$ cat src/rtl/rl_shi_reg_unload_pkg.sv
// Shared types and sizing for the serial-in / word-out result unloader.
package rl_shi_reg_unload_pkg;

    localparam int unsigned WORD_W_DFLT = 32;
    localparam int unsigned NWORDS_DFLT = 8;
    localparam int unsigned OP_W        = WORD_W_DFLT * NWORDS_DFLT;

    typedef enum logic [1:0] {
        IDLE    = 2'd0,
        COLLECT = 2'd1,
        DRAIN   = 2'd2
    } state_e;

    typedef enum logic [1:0] {
        OP_HOLD = 2'd0,
        OP_SHL1 = 2'd1,
        OP_SHRW = 2'd2,
        OP_FILL = 2'd3
    } core_op_e;

endpackage

$ cat src/rtl/rl_shi_reg_unload_core.sv
// Operand-wide shift register: serial shift-left, word shift-right with zero fill, all-ones load.
module rl_shi_reg_core
    import rl_shi_reg_unload_pkg::*;
#(
    parameter int unsigned WORD_W = 32,
    parameter int unsigned OP_BITS = 256
) (
    input  logic               clk,
    input  logic               rst_n,
    input  core_op_e           op,
    input  logic               bit_in,
    output logic [OP_BITS-1:0] q
);

    logic [OP_BITS-1:0] reg_q;
    logic [OP_BITS-1:0] reg_d;

    always_comb begin
        reg_d = reg_q;
        unique case (op)
            OP_SHL1: reg_d = {reg_q[OP_BITS-2:0], bit_in};
            OP_SHRW: reg_d = {{WORD_W{1'b0}}, reg_q[OP_BITS-1:WORD_W]};
            OP_FILL: reg_d = '1;
            default: reg_d = reg_q;
        endcase
    end

    always_ff @(posedge clk or negedge rst_n) begin
        if (!rst_n) begin
            reg_q <= '0;
        end else begin
            reg_q <= reg_d;
        end
    end

    assign q = reg_q;

endmodule

$ cat src/rtl/rl_shi_reg_unload.sv
// Collects an MSB-first serial result and returns it to the host as LS-word-first words.
module rl_shi_reg_unload
    import rl_shi_reg_unload_pkg::*;
#(
    parameter int unsigned WORD_W = WORD_W_DFLT,
    parameter int unsigned NWORDS = NWORDS_DFLT
) (
    input  logic              clk,
    input  logic              rst_n,
    input  logic              start,
    input  logic              set,
    input  logic              bit_in,
    input  logic              bit_vld,
    output logic              bit_rdy,
    output logic [WORD_W-1:0] dout,
    output logic              dout_vld,
    input  logic              dout_rdy,
    output logic              busy,
    output logic              done
);

    localparam int unsigned OP_BITS    = WORD_W * NWORDS;
    localparam int unsigned BIT_CNT_W  = $clog2(OP_BITS);
    localparam int unsigned WORD_CNT_W = $clog2(NWORDS);
    localparam logic [BIT_CNT_W-1:0]  BIT_LAST  = BIT_CNT_W'(OP_BITS - 1);
    localparam logic [WORD_CNT_W-1:0] WORD_LAST = WORD_CNT_W'(NWORDS - 1);

    state_e                  state_q, state_d;
    logic [BIT_CNT_W-1:0]    bit_cnt_q, bit_cnt_d;
    logic [WORD_CNT_W-1:0]   word_cnt_q, word_cnt_d;
    core_op_e                op;
    logic [OP_BITS-1:0]      shift_reg;
    logic                    word_hs;

    rl_shi_reg_core #(
        .WORD_W  (WORD_W),
        .OP_BITS (OP_BITS)
    ) u_core (
        .clk    (clk),
        .rst_n  (rst_n),
        .op     (op),
        .bit_in (bit_in),
        .q      (shift_reg)
    );

    always_ff @(posedge clk or negedge rst_n) begin
        if (!rst_n) begin
            state_q    <= IDLE;
            bit_cnt_q  <= '0;
            word_cnt_q <= '0;
        end else begin
            state_q    <= state_d;
            bit_cnt_q  <= bit_cnt_d;
            word_cnt_q <= word_cnt_d;
        end
    end

    assign word_hs = (state_q == DRAIN) && dout_rdy;

    always_comb begin
        state_d    = state_q;
        bit_cnt_d  = bit_cnt_q;
        word_cnt_d = word_cnt_q;
        op         = OP_HOLD;
        unique case (state_q)
            IDLE: begin
                if (start) begin
                    state_d   = COLLECT;
                    bit_cnt_d = '0;
                end else if (set) begin
                    op         = OP_FILL;
                    word_cnt_d = '0;
                    state_d    = DRAIN;
                end
            end
            COLLECT: begin
                if (bit_vld) begin
                    op        = OP_SHL1;
                    bit_cnt_d = bit_cnt_q + 1'b1;
                    if (bit_cnt_q == BIT_LAST) begin
                        state_d    = DRAIN;
                        word_cnt_d = '0;
                    end
                end
            end
            DRAIN: begin
                if (word_hs) begin
                    op         = OP_SHRW;
                    word_cnt_d = word_cnt_q + 1'b1;
                    if (word_cnt_q == WORD_LAST) begin
                        state_d = IDLE;
                    end
                end
            end
            default: state_d = IDLE;
        endcase
    end

    always_comb begin
        bit_rdy  = (state_q == COLLECT);
        dout_vld = (state_q == DRAIN);
        busy     = (state_q != IDLE);
        done     = word_hs && (word_cnt_q == WORD_LAST);
        dout     = shift_reg[WORD_W-1:0];
    end

endmodule
$ cat config.mk
export PLATFORM = sky130hd
export DESIGN_NAME = rl_shi_reg_unload
export DESIGN_NICKNAME = d
export VERILOG_FILES = /design/src/rtl/rl_shi_reg_unload_pkg.sv /design/src/rtl/rl_shi_reg_unload_core.sv /design/src/rtl/rl_shi_reg_unload.sv
export SDC_FILE = /design/constraint.sdc
export NUM_CORES = 1
export LEC_CHECK = 0
export ABC_AREA = 1
export BUFFER_PORTS_ARGS = -buffer_cell sky130_fd_sc_hd__buf_2
export CORE_MARGIN = 8
export CORE_UTILIZATION = 60
export DETAILED_ROUTE_END_ITERATION = 7
export GPL_ROUTABILITY_DRIVEN = 1
export GPL_TIMING_DRIVEN = 0
export PLACE_DENSITY = 0.75
export RECOVER_POWER = 50
export REMOVE_ABC_BUFFERS = 1
export SYNTH_ARGS = -nofsm -noshare
export SYNTH_HDL_FRONTEND = slang
export SYNTH_SLANG_ARGS = --single-unit
export TNS_END_PERCENT = 50
$ cat constraint.sdc
create_clock -name clk -period 2.15 [get_ports clk]
set_clock_uncertainty 0.1 [all_clocks]
set_input_delay 0.5375 -clock clk [delete_from_list [all_inputs] [get_ports clk]]
set_output_delay 0.5375 -clock clk [all_outputs]
set_load 0.02 [all_outputs]
==> results.tsv <==
metric	value	unit
status	complete, but fails checks	
highest clock rate	458	MHz
hold worst-path end	bit_cnt_q[1]	
Startpoint Class	register	
via count	11000	
Final HPWL DP	13600	um
clock latency on the worst-skew pair	540	ps
synthesized instance count	1522	
number of global-route vias before repair	10600	
CP top delay family	flip-flops	
Setup WS post-layout	-31.9	ps
leading area contributor after synthesis	dfrtp_1	
Fin. Hold Viols	0	
crit path buf inv count	2	
Hold Crit Start	bit_vld	
slowest stage delay, CP	460	ps
Synth Area per Inst	8.87	sq um
layout cells sized above 1	0.0993	
average wire per standard cell	18.6	um
most common cell after layout, fill and taps aside	nand2_1	
nets@finish	1488	
reg-to-reg startpoint	state_q[1]	
Starting Density	0.603	
drt drc	0	
flops & latches, synth	269	
Setup violations, final	2	
Syn. warnings	0	
HP Class	in -> reg	
Worst Hold Depth	3	
critical path's slowest cell	dfrtp_2	
fin cells	1785	
Iter 0 DRT Violations	1291	
total track usage	0.230	
htree depth	1	
routed wire length	33100	um
core area	0.0224	sq mm
Lkg Pwr	0.00769	uW
gpl congestion	0.720	
fin crit period	2180	ps
Area contributors post-synth	dfrtp_1, nand2_1, nand3b_1, o211ai_1, buf_2	
worst flop-to-flop path endpoint	u_core.q[240]	
Critical Path Fanout Max	4	
initial antenna violation count	0	
largest net degree at the start of global routing	147	
area grow syn2layout	12.4	%
area share of the largest cell type after synthesis	0.499	
WS Path Type	reg -> out	
peak supply drop	922	uV
Placed Instances	1695	
post-synthesis sequential area ratio	0.499	
CTS buffer count	29	
Root Buffer	clkbuf_16	
pwr dens	1650	mW/mm^2
CTS tree	yes	
Antenna Cells	0	
first-pass GRT wire length	54400	um
R2R Setup Slk	100	ps
placed cell area	0.0136	sq mm
Slew headroom	0.392	
total grt overflow	0	
final-report max-slew violation count	0	
design area	0.0152	sq mm
Site Rows	55	
distinct cell type count after synthesis	24	
WP data arrival	1540	ps
setup slack at placement	-1750	ps
die extent in x	166	um
Antenna Nets Post-Route	0	
IO Pins	43	
Chip Height	166	um
drt pass-1 iters	5	
crit end category	primary output	
Max clock buf depth	3	
die area	0.0275	sq mm
Required @ worst endpoint	1510	ps
Slew @ Worst Pin	912	ps
fin crit share	1.01	
Worst Reg2Reg Path Length in Cells	10	
Post-Syn Area	0.0135	sq mm
commonest cells after routing, fill and taps aside	nand2_1, dfrtp_1, nand3b_1, o211ai_1, buf_2	
CTS clk-pin slew, worst paths	60	ps
violated checks	negative setup slack	
RSZ-0062 raised after global routing	yes	
Max-Cap Viols	0	
Port Buf Inserts	42	
Via density	6.14	
CTS Sinks	269	
CP Cell Sequence	nor2_4, buf_6, buf_4	
## layer usage
metal,part of all wire,global-route usage,wire [um],up-vias
li1,-,-,-,5148
met3,0.055,0.0352,1830,36
met2,0.48,0.370,15800,297
met5,0,0,0,-
met4,0.015,0.0573,500,0
met1,0.45,0.322,15000,5474
## power by group
group / internal, uW / switching, uW / leakage, uW / total (uW)
logic: 4680 / 6550 / 0.00381 / 11200
registers: 7350 / 1620 / 0.00342 / 8960
clock network: 2820 / 2020 / 0.000463 / 4840
total: 14800 / 10200 / 0.00769 / 25000
## state kept, by name, summed over array words and instances (netlist names)
register	count
bit_cnt_q	8
u_core.q	256
state_q	2
word_cnt_q	3
## worst reg2reg max path, stage by stage (launching register included)
cell and delay (ps):
dfrtp_2 430, buf_6 140, nor2_4 160, nand3_4 110, buf_16 180, nand3_4 110, buf_16 190, inv_16 110
buf_16 200, nand2_1 130, nand2_1 70
## final cells by class
| cell class | instances | area (sq um) |
|---|---|---|
| Sequential cell | 269 | 6730 |
| Timing Repair inverter | 2 | 17.5 |
| Multi-Input combinational cell | 1076 | 5930 |
| Inverter | 15 | 72.6 |
| Clock inverter | 6 | 33.8 |
| Fill cell | 1765 | 7200 |
| Clock buffer | 47 | 893 |
| Timing Repair Buffer | 85 | 1120 |
| Tap cell | 285 | 357 |
## cells in the mapped netlist, drive strengths merged
library cell  count
dfrtp           269
inv              15
a22oi             1
buf             112
clkbuf           53
a21oi             5
o21ai            35
nand3            17
nor2             17
o211ai          224
nand4             4
nand3b          224
nand2           542
ha                3
or2               1
## cells by family after synthesis
family                   Yosys count  synth area share
flip-flops                       269             0.499
buffers and inverters            180            0.0669
AND/OR/NAND/NOR                  805             0.292
AO/OA/AOI/OAI                    265             0.140
adder cells (fa/ha/maj)            3           0.00278
## timing repair
item                                    4_1_cts  5_1_grt
cloned                                       15        3
endpoints found under the setup margin      258      239
endpoints found under the hold margin        59        0
setup buffers                                12        7
resized for setup                            17        6
hold buffers                                  1        0
pin swaps                                     4        3
## worst max path at each step
stage                from  slack (ps)  cells after the start             to
6_report       state_q[0]         -30                      3       dout_vld
5_1_grt        state_q[0]         -70                      4           done
4_1_cts        state_q[1]         -40                      4           busy
3_5_place_dp     dout_rdy       -1750                      9  u_core.q[235]
3_3_place_gp        start      -10280                      7   u_core.q[61]
2_1_floorplan  state_q[1]       -5750                      7    u_core.q[0]
## stage by stage
step	util	hold slack (ps)	TNS, ps	power [uW]
finish	0.678	179	-63.7	25000
global route	0.678	210	-156	26900
CTS	0.670	170	-106	24600
detailed placement	0.606	373	-375960	18400
global placement	0.591	364	-3862610	17400
floorplan	-	142	-1474350	15900
Power figures use the tool's default switching activity.
